## src/rtl/uart_rx_line_ctrl.sv

```systemverilog
// Line assembler between the 8N1 UART receiver and the PDU command parser.
// Collects bytes up to TERM_CHAR, holds the line for a valid/ack consumer, and flags overflow and timeout.
module uart_rx_line_ctrl #(
  parameter int unsigned DEPTH     = 16,
  parameter logic [7:0]  TERM_CHAR = 8'h0A,
  parameter int unsigned TIMEOUT   = 100000
) (
  input  logic                         clk,
  input  logic                         rst,
  input  logic                         enable,
  output logic                         rx_en,
  input  logic                         rx_ready,
  input  logic [7:0]                   rx_data,
  output logic                         line_valid,
  output logic [$clog2(DEPTH+1)-1:0]   line_len,
  input  logic [$clog2(DEPTH)-1:0]     rd_addr,
  output logic [7:0]                   rd_data,
  input  logic                         line_ack,
  output logic                         err_ovf,
  output logic                         err_tmo,
  output logic [7:0]                   drop_cnt
);

  localparam int unsigned LEN_W = $clog2(DEPTH + 1);
  localparam int unsigned AW    = $clog2(DEPTH);
  localparam int unsigned TMR_W = (TIMEOUT > 1) ? $clog2(TIMEOUT) : 1;
  localparam logic [TMR_W-1:0] TMO_LAST = TMR_W'((TIMEOUT == 0) ? 0 : TIMEOUT - 1);

  localparam logic [1:0] S_OFF     = 2'd0;
  localparam logic [1:0] S_COLLECT = 2'd1;
  localparam logic [1:0] S_DISCARD = 2'd2;
  localparam logic [1:0] S_HOLD    = 2'd3;

  logic [1:0]       state, state_nxt;
  logic             rdy_q;
  logic [LEN_W-1:0] wr_ptr, wr_ptr_nxt;
  logic [TMR_W-1:0] timer, timer_nxt;
  logic [LEN_W-1:0] line_len_nxt;
  logic             line_valid_nxt;
  logic             err_ovf_nxt, err_tmo_nxt;
  logic [7:0]       drop_cnt_nxt;
  logic             mem_we;
  logic             byte_evt;
  logic [7:0]       line_mem [DEPTH];

  // One event per frame: rising edge of the receiver's ready level
  assign byte_evt = rx_ready & ~rdy_q;
  assign rd_data  = line_mem[rd_addr];

  // Next-state and next-value logic
  always_comb begin
    state_nxt      = state;
    wr_ptr_nxt     = wr_ptr;
    timer_nxt      = timer;
    line_len_nxt   = line_len;
    line_valid_nxt = line_valid;
    err_ovf_nxt    = 1'b0;
    err_tmo_nxt    = 1'b0;
    drop_cnt_nxt   = drop_cnt;
    mem_we         = 1'b0;

    if (!enable) begin
      state_nxt      = S_OFF;
      wr_ptr_nxt     = '0;
      timer_nxt      = '0;
      line_len_nxt   = '0;
      line_valid_nxt = 1'b0;
    end else begin
      case (state)
        S_OFF: state_nxt = S_COLLECT;

        S_COLLECT: begin
          if (byte_evt) begin
            timer_nxt = '0;
            if (rx_data == TERM_CHAR) begin
              line_len_nxt   = wr_ptr;
              line_valid_nxt = 1'b1;
              wr_ptr_nxt     = '0;
              state_nxt      = S_HOLD;
            end else if (wr_ptr == LEN_W'(DEPTH)) begin
              err_ovf_nxt = 1'b1;
              wr_ptr_nxt  = '0;
              state_nxt   = S_DISCARD;
            end else begin
              mem_we     = 1'b1;
              wr_ptr_nxt = wr_ptr + LEN_W'(1);
            end
          end else if ((TIMEOUT != 0) && (wr_ptr != '0)) begin
            // Idle timer only runs while a partial line is buffered
            if (timer == TMO_LAST) begin
              err_tmo_nxt = 1'b1;
              wr_ptr_nxt  = '0;
              timer_nxt   = '0;
            end else begin
              timer_nxt = timer + TMR_W'(1);
            end
          end
        end

        S_DISCARD: begin
          if (byte_evt && (rx_data == TERM_CHAR)) state_nxt = S_COLLECT;
        end

        S_HOLD: begin
          if (byte_evt && (drop_cnt != 8'hFF)) drop_cnt_nxt = drop_cnt + 8'd1;
          if (line_ack) begin
            line_valid_nxt = 1'b0;
            line_len_nxt   = '0;
            state_nxt      = S_COLLECT;
          end
        end

        default: state_nxt = S_OFF;
      endcase
    end
  end

  // State and output registers
  always_ff @(posedge clk) begin
    if (!rst) begin
      state      <= S_OFF;
      rx_en      <= 1'b0;
      rdy_q      <= 1'b1;
      wr_ptr     <= '0;
      timer      <= '0;
      line_len   <= '0;
      line_valid <= 1'b0;
      err_ovf    <= 1'b0;
      err_tmo    <= 1'b0;
      drop_cnt   <= '0;
    end else begin
      state      <= state_nxt;
      rx_en      <= (state_nxt != S_OFF);
      rdy_q      <= rx_ready;
      wr_ptr     <= wr_ptr_nxt;
      timer      <= timer_nxt;
      line_len   <= line_len_nxt;
      line_valid <= line_valid_nxt;
      err_ovf    <= err_ovf_nxt;
      err_tmo    <= err_tmo_nxt;
      drop_cnt   <= drop_cnt_nxt;
    end
  end

  // Line storage, contents never reset
  always_ff @(posedge clk) begin
    if (mem_we) line_mem[wr_ptr[AW-1:0]] <= rx_data;
  end

endmodule
```

## config.mk

```make
export PLATFORM = sky130hd
export DESIGN_NAME = uart_rx_line_ctrl
export DESIGN_NICKNAME = d
export VERILOG_FILES = /design/src/rtl/uart_rx_line_ctrl.sv
export SDC_FILE = /design/constraint.sdc
export NUM_CORES = 1
export LEC_CHECK = 0
export ABC_AREA = 1
export CORE_ASPECT_RATIO = 0.75
export CORE_MARGIN = 5
export CORE_UTILIZATION = 65
export CTS_BUF_LIST = sky130_fd_sc_hd__clkbuf_2
export DETAILED_ROUTE_END_ITERATION = 8
export PLACE_DENSITY_LB_ADDON = 0.15
export REMOVE_ABC_BUFFERS = 1
export SKIP_CTS_REPAIR_TIMING = 1
export SLEW_MARGIN = 20
export SYNTH_ARGS = -nofsm -noshare
export SYNTH_HDL_FRONTEND = slang
export SYNTH_SLANG_ARGS = --single-unit
```

## constraint.sdc

```tcl
create_clock -name clk -period 3.4 [get_ports clk]
set_clock_uncertainty 0.15 [all_clocks]
set_input_delay 0.51 -clock clk [delete_from_list [all_inputs] [get_ports clk]]
set_output_delay 0.51 -clock clk [all_outputs]
set_load 0.005 [all_outputs]
```

==> results_dict.tcl <==
set metrics [dict create \
    outcome "complete, no violations" \
    crit_buf_inv 4 \
    layout-drive-gt1-share 0.103 \
    fill_cells 744 \
    ant_nets 0 \
    synth_xor_area_frac 0.00357 \
    num_vias 5544 \
    cp-end-kind "output port" \
    slew_viol_final 0 \
    final_core_util 0.757 \
    final_cell_mix "nor2_1, edfxtp_1, nand2_1" \
    grt_antenna_before_repair 0 \
    core_um2 11000 \
    gp_congestion 0.883 \
    ir_drop_mv 0.392 \
    r2r_cells 8 \
    layout_commonest_cell "nor2_1" \
    hold_viol 0 \
    cp-start-kind "input port" \
    critPathKind "input port to output port" \
    path_depth 10 \
    cts-root-buf "clkbuf_2" \
    cts_buffers 17 \
    track_usage 0.261 \
    dp_slack_ns 0.253 \
    fmax_mhz 316 \
    finalSetupViolations 0 \
    ys_ff_latch 170 \
    synth_edf_count 128 \
    path_cells "clkdlybuf4s50_1 > inv_2 > buf_12 > nor2_1 > nor2_1 > o21ai_0 > o21ai_0 > o211ai_1 > nand2_1 > clkdlybuf4s50_1" \
    cts_tree "yes" \
    rows 33 \
    synth-compound-area-share 0.110 \
    critical_path_required_ns 2.74 \
    synth-simple-area-share 0.193 \
    wl_mm 16.8 \
    wl_per_cell_um 17.8 \
    post-route-drc-count 0 \
    htree_levels 4 \
    rsz0062_at_grt "false" \
    critPathMaxFanout 47 \
    syn_area_um2 7360 \
    start_util 0.668 \
    drt_iter0_drc 686 \
    async_flop_share 0 \
    layout_setup_ws_ns 0.231 \
    cellPowerDensity_nw_per_um2 443 \
    critical_path.max_stage_delay_ns 0.54 \
    ys.flop_type "edfxtp_1" \
    grt_pass1_wl_mm 27.3 \
    drt_first_pass_iters 5 \
    portBuffers 41 \
    diodes 0 \
    vias_per_cell 5.87 \
    cts_buffer_depth 2 \
    area_delta_synth_final_pct 13.3 \
    fin_nets 814 \
    crit_family "buffers and inverters" \
    synth_top_family_by_area "simple AND/OR/NAND/NOR gates" \
    io_pins 42 \
    multiInputGateArea_um2 2330 \
    tightestPinTransition_ns 0.445 \
    tns_ns 0 \
    grt_pass1_vias 5474 \
    holdPathStages 2 \
    hp-class "input port to flip-flop" \
    muxShareOfSynthArea 0 \
    period_share 0.932 \
    avgSynthCellArea_um2 10.1 \
    synth-seq-area-share 0.636 \
    die_x_um 133 \
    max_cap_violations 0 \
    path_clk_slew_ns 0.24 \
    worstSkewPairLatency_ns 0.70 \
    cp_slowest_cell "clkdlybuf4s50_1" \
    slew_headroom 0.703 \
    hpwl_mm 11.0 \
    period_needed_ns 3.17 \
    yosysUniqueCellTypes 36 \
    p_leak_uw 0.00291 \
    synthCells 732 \
    ys_warn_count 0 \
    regArea_um2 4680 \
    crit_arrival_ns 2.51 \
    fp.dieH_um 102 \
    grt_max_degree 65 \
    clock_sinks 170 \
    synth_fa_ha_area_frac 0.0102 \
    fp.dieArea_um2 13600 \
    overflow 0 \
]
## stage by stage
| stage | instance area (um^2) | total power (uW) | std cells | hold slack (ns) |
|---|---|---|---|---|
| 2_1_floorplan | 7200 | 2360 | 701 | 0.285 |
| 3_3_place_gp | 8050 | 2500 | 912 | 0.297 |
| 3_5_place_dp | 8050 | 2500 | 912 | 0.301 |
| 4_1_cts | 8340 | 3710 | 944 | 0.221 |
| 5_1_grt | 8340 | 3840 | 944 | 0.213 |
| 6_report | 8340 | 3690 | 944 | 0.288 |
## registers in the layout, indices dropped and copies added (netlist names)
name and cells:
err_tmo 1, state 2, rx_en 1, err_ovf 1
wr_ptr 5, rdy_q 1, line_len 5, drop_cnt 8
timer 17, line_mem 128, line_valid 1
## metal layers
metal | share of wire | track usage | wire [um]
met5 | 0 | 0 | 0
met4 | 0.023 | 0.0895 | 380
met3 | 0.089 | 0.0664 | 1490
met2 | 0.47 | 0.427 | 7900
met1 | 0.42 | 0.347 | 7000
## cells in the mapped netlist, drive strengths merged, types with 2 or more instances
cell,instances,area [um^2]
dfxtp,42,841
ha,6,75.1
nor3,13,65.1
edfxtp,128,3840
inv,50,188
o21ai,81,405
nor4,3,33.8
buf,17,105
a21oi,26,141
o211ai,32,240
clkbuf,14,52.6
nand3b,2,15.0
nand2,106,420
nand3,37,185
or2,4,25.0
xor2,2,17.5
nand4,11,68.8
nor2,152,596
## cell type report
cell class / instances / share of cell area
inverters: 50 / 0.0225
clock buffers: 18 / 0.0108
clock inverters: 14 / 0.0246
repair buffers: 71 / 0.0801
multi-input cells: 481 / 0.279
well taps: 140 / 0.0210
flip-flops and latches: 170 / 0.562
## worst paths after layout
kind	slack [ns]	endpoint	startpoint
max	0.23	rd_data[2]	rd_addr[0]
min	0.29	rdy_q	rx_ready
max reg2reg	0.90	line_mem[4][7]	wr_ptr[0]
min reg2reg	0.34	timer[4]	timer[4]
## kinds of logic (layout without fill, tap and decap cells)
family | count (synthesis) | after routing
buf+inv | 81 | 153
compound gates | 142 | 142
simple gates | 330 | 330
xor+xnor | 3 | 3
fa+ha+maj | 6 | 6
flops | 170 | 170
## power by group
part / internal, uW / leakage [uW] / switching (uW) / total, uW
combinational: 87.0 / 0.00125 / 145 / 232
clock: 507 / 0.000173 / 724 / 1230
sequential: 2230 / 0.00149 / 1.18 / 2230
total: 2820 / 0.00291 / 870 / 3690
Note: power is estimated with default switching activity, not from simulation.
==> patch 1, RTL diff (same flow settings) <==
The output `err_ovf` loses its register stage (`err_ovf` becomes a continuous assignment).
--- a/src/rtl/uart_rx_line_ctrl.sv
+++ b/src/rtl/uart_rx_line_ctrl.sv
@@ -125,7 +125,6 @@
       timer      <= '0;
       line_len   <= '0;
       line_valid <= 1'b0;
-      err_ovf    <= 1'b0;
       err_tmo    <= 1'b0;
       drop_cnt   <= '0;
     end else begin
@@ -136,11 +135,12 @@
       timer      <= timer_nxt;
       line_len   <= line_len_nxt;
       line_valid <= line_valid_nxt;
-      err_ovf    <= err_ovf_nxt;
       err_tmo    <= err_tmo_nxt;
       drop_cnt   <= drop_cnt_nxt;
     end
   end
+
+  assign err_ovf = err_ovf_nxt;
 
   // Line storage, contents never reset
   always_ff @(posedge clk) begin
Check against the original RTL: no difference found for any inputs over 4 cycles, from zero or initial values and one cycle with rst low; that may be too few to reach the edited logic, so the function may still have changed.
==> patch 1 against the unedited design <==
- utilization grew 0.30 points
- non-clock buffer count grew 10
- combinational power shrank 2%
- sequential cell count shrank 1
- synthesized cell count shrank 0.82%
- cell area grew 0.39%
- area after synthesis grew 0.65%
- power shrank 6.1%
- sequential share of layout area shrank 0.44 points
- worst setup slack lost 2.8 ps
- wire length grew 3.4%
==> patch 1: results (changes against the unedited design) <==
Final HPWL DP = 11100 um (+1.4%)
Outcome = completed
Slew @ Worst Pin = 554 ps (+109 ps)
Yosys cell types = 35 (-2.8%)
Worst Path Arrival = 2510 ps (about the same)
CTS root buf = clkbuf_2
Reg-to-reg endpoint = line_mem[0][6]$_DFFE_PP_
Largest net degree at the start of global routing = 48 (-26%)
Sequential share of the synthesized area = 63.0% (-0.68 points)
Critical path fanouts, max = 7 (-85%)
Routability cong. = 0.962 (+9.0%)
First-pass GRT wire length = 27700 um (+1.3%)
R2r startpoint = wr_ptr[1]$_SDFFE_PN0P_
Vias in the first global route = 5362 (-2.0%)
Layout cells sized above 1 = 12.6% (+2.3 points)
Peak supply drop = 296 uV (-25%)
GRT overflow = 0 (unchanged)
Hold_sp = rx_ready
Synth warn = 0 (unchanged)
Drt initial violations = 613 (-11%)
CP max stage delay = 540 ps (about the same)
Max reg flops = 128 (unchanged)
CTS buffer count = 17 (unchanged)
Async set-reset flop share out of synthesis = 0% (unchanged)
Lkg Pwr = 0.00294 uW (+1.1%)
Antenna Cells = 0 (unchanged)
Synth top cells by count = nor2_1 (131), edfxtp_1 (128), nand2_1 (98), o21ai_0 (74), inv_1 (53)
Vias = 5597 (+0.96%)
GRT Overall Usage = 26.6% (+0.48 points)
Initial antenna violation count = 0 (unchanged)
EDFF count, synth = 128 (unchanged)
Pre-CTS WS = 369 ps (+116 ps)
Family with the most delay on the worst path = buffers and inverters
Clk_lat worst skew = 740 ps (+40 ps)
Clk pin slew, worst setup/hold paths = 220 ps (-20 ps)
Synth area leaders = edfxtp_1 (52%), dfxtp_1 (11%), nor2_1 (6.6%), o21ai_0 (5.0%), nand2_1 (5.0%)
Min-Delay Path Class = in2reg
Net count, final = 817 (+0.37%)
Max clock buf depth = 2 (unchanged)
Reg2Reg Setup Slack = 940 ps (+40 ps)
Routed WL = 17300 um (+3.4%)
-- patch 1: cells by family after synthesis --
kind of cell | Yosys count | synth area share, %
compound gates | 140 | 11.2
flops | 169 | 63.0
buf+inv | 92 | 5.35
simple gates | 314 | 18.9
fa+ha+maj | 6 | 1.01
xor+xnor | 5 | 0.591
-- patch 1: how the worst max path moves through the flow --
stage / from / to / slack [ps] / cells after the start
final: wr_ptr[1]$_SDFFE_PN0P_ / err_ovf / 230 / 5
after global routing: wr_ptr[1]$_SDFFE_PN0P_ / err_ovf / 30 / 5
after CTS: wr_ptr[0]$_SDFFE_PN0P_ / err_ovf / 150 / 5
after detailed placement: rd_addr[1] / rd_data[6] / 370 / 7
after global placement: rd_addr[1] / rd_data[7] / 440 / 7
after floorplan: rx_ready / line_mem[0][0]$_DFFE_PP_ / 1090 / 6
-- patch 1: where the power goes --
group          total, uW  switching, uW  internal (uW)
clock               1020            738            283
combinational        227            140           87.1
sequential          2220           1.51           2220
total               3470            880           2590
-- patch 1: final cells by class --
type / count / area, um^2
Multi-Input combinational cell: 465 / 2350
Tap cell: 140 / 175
Fill cell: 710 / 2650
Clock inverter: 15 / 139
Clock buffer: 17 / 85.1
Inverter: 60 / 225
Sequential cell: 169 / 4670
Timing Repair Buffer: 81 / 731
-- patch 1: metrics by stage --
stage / hold WS [ps] / instance area, um^2 / instances / utilization (%)
final: 240 / 8370 / 947 / 76.0
after global routing: 175 / 8370 / 947 / 76.0
after CTS: 196 / 8370 / 947 / 75.9
after detailed placement: 328 / 8140 / 915 / 73.9
after global placement: 311 / 8140 / 915 / 73.9
after floorplan: 312 / 7240 / 694 / -
-- patch 1: routing by layer --
metal	routed length [um]	vias up	global-route usage [%]
met5	0	-	0
met4	408	0	9.96
met3	1840	39	7.19
met2	8150	303	42.9
met1	6940	2597	35.2
li1	-	2658	-
==> patch 2, RTL diff (same settings) <==
Made on the original files. Change the parameter `DEPTH` from 16 to 32.
--- a/src/rtl/uart_rx_line_ctrl.sv
+++ b/src/rtl/uart_rx_line_ctrl.sv
@@ -1,7 +1,7 @@
 // Line assembler between the 8N1 UART receiver and the PDU command parser.
 // Collects bytes up to TERM_CHAR, holds the line for a valid/ack consumer, and flags overflow and timeout.
 module uart_rx_line_ctrl #(
-  parameter int unsigned DEPTH     = 16,
+  parameter int unsigned DEPTH     = 32,
   parameter logic [7:0]  TERM_CHAR = 8'h0A,
   parameter int unsigned TIMEOUT   = 100000
 ) (
Ports: changed (resized line_len and rd_addr); port bits go from 42 to 44. The function was not compared with the original's and may differ.
==> patch 2 against the unedited design <==
- area after synthesis is 75% higher
- hold slack worse by 71 ps
- sequential power is 78% higher
- cell area is 71% higher
- worst setup slack hardly changed
- sequential cell count is 130 higher
- wire length is 91% higher
- critical path type unchanged
- power is 82% higher
- largest cell class unchanged
- count of clock-buffer cells in the layout is 82 higher
- global-route usage is 2.0 points higher
- first-iteration DRC count is 120% higher
==> patch 2: results (changes against the unedited design) <==
Routability cong. = 0.909 (+2.9%)
Vias per std cell = 5.82 (-0.95%)
Mean post-synth cell area = 10.3 um^2 (+2.0%)
Met2 Resource Use GR = 40.8% (-1.9 points)
CP max stage delay = 520 ps (-20 ps)
Average routed wire per standard cell = 19.5 um (+9.7%)
Vias in the first global route = 9271 (+69%)
Worst Path Arrival = 2510 ps (about the same)
First-pass GRT wire length = 50500 um (+85%)
Hold Violations, Final = 0 (unchanged)
Slew @ Worst Pin = 947 ps (+502 ps)
Yosys cell types = 39 (+8.3%)
Lkg Pwr = 0.00540 uW (+85%)
Placed Cells incl. Taps = 1520 (+67%)
Vias = 9563 (+72%)
Antenna Cells = 0 (unchanged)
Family with the most delay on the worst path = buffers and inverters
Synth area leaders = edfxtp_1 (60%), nand2_1 (13%), nand3_1 (9.0%), dfxtp_1 (6.8%), nor2_1 (2.2%)
Fin Setup TNS = 0 ps (unchanged)
Met2 routed WL = 14000 um (+77%)
DRC Markers = 0 (unchanged)
GR Util met3 = 8.60% (+2.0 points)
Peak supply drop = 311 uV (-21%)
Top layer in use = met4
Layout cells sized above 1 = 12.2% (+1.9 points)
H-tree levels = 3 (-1)
Largest net degree at the start of global routing = 76 (+17%)
CTS buffer count = 71 (+54)
Synth top cells by count = nand2_1 (457), edfxtp_1 (256), nand3_1 (231), nor2_1 (74), dfxtp_1 (44)
Fillers = 1413 (+90%)
Drt initial violations = 1529 (+120%)
Clk_lat worst skew = 810 ps (+110 ps)
Pre-antenna DRT Iters = 5 (unchanged)
Max reg flops = 256 (+100%)
Max Cap Viol = 0 (unchanged)
Max clock buf depth = 3 (+1)
Synth warn = 0 (unchanged)
Critical path's slowest cell = clkdlybuf4s50_1
GRT Overall Usage = 28.1% (+2.0 points)
Met1 WL = 13100 um (+88%)
Clk pin slew, worst setup/hold paths = 100 ps (-140 ps)
Final HPWL DP = 20100 um (+83%)
Async set-reset flop share out of synthesis = 0% (unchanged)
Critical path fanouts, max = 15 (-68%)
Synth Flop Type = edfxtp_1
EDFF count, synth = 256 (+100%)
Met1 usage = 40.9% (+6.2 points)
Detail Route met3 WL = 4040 um (+170%)
Initial antenna violation count = 0 (unchanged)
Port bufs = 43 (+4.9%)
Outcome = completed
Sequential share of the synthesized area = 66.4% (+2.7 points)
Net count, final = 1364 (+68%)
Post-DP Area = 0.0136 mm^2 (+69%)
[patch 2: final cells by class]
type / instances / area (um^2) / share of cell area [%]
Sequential cell: 300 / 8570 / 60.1
Clock buffer: 100 / 500 / 3.51
Clock inverter: 24 / 124 / 0.869
Timing Repair Buffer: 67 / 703 / 4.93
Tap cell: 253 / 317 / 2.22
Inverter: 45 / 173 / 1.21
Multi-Input combinational cell: 855 / 3870 / 27.2
[patch 2: report_power, final]
part / leakage, uW / switching, uW / internal [uW]
sequential: 0.00266 / 1.49 / 3980
combinational: 0.00228 / 322 / 140
clock: 0.000471 / 1400 / 868
total: 0.00540 / 1720 / 4990
[patch 2: worst paths after layout]
kind | from | cells after the start | slack (ps) | to
setup reg to reg | wr_ptr[0]$_SDFFE_PN0P_ | 8 | 640 | line_mem[24][6]$_DFFE_PP_
hold / removal | rx_ready | 2 | 220 | rdy_q$_SDFF_PN1_
hold reg to reg | line_valid$_SDFFE_PN0P_ | 2 | 320 | line_valid$_SDFFE_PN0P_
setup / recovery | rd_addr[2] | 10 | 230 | rd_data[2]
[patch 2: stage by stage]
stage | setup slack (ps) | util (%)
global placement | 299 | 70.2
detailed placement | 265 | 70.2
floorplan | -95.3 | -
global route | 99.3 | 73.4
CTS | 257 | 73.4
finish | 231 | 73.4
[patch 2: cells by family (layout without fill, tap and decap cells)]
group | count (synthesis) | count (layout) | share of synthesized area, %
fa+ha+maj | 6 | 6 | 0.582
buf+inv | 104 | 236 | 3.61
simple gates | 809 | 809 | 27.5
compound gates | 32 | 32 | 1.36
xor+xnor | 8 | 8 | 0.543
flops | 300 | 300 | 66.4
[patch 2: worst register-to-register path: stages (launching register included)]
cell and delay, ps:
dfxtp_1 430, inv_1 140, ha_1 290, nand2_1 130, nor2_4 70, nor2_8 170
nand3_2 110, buf_12 160, nor2_1 720
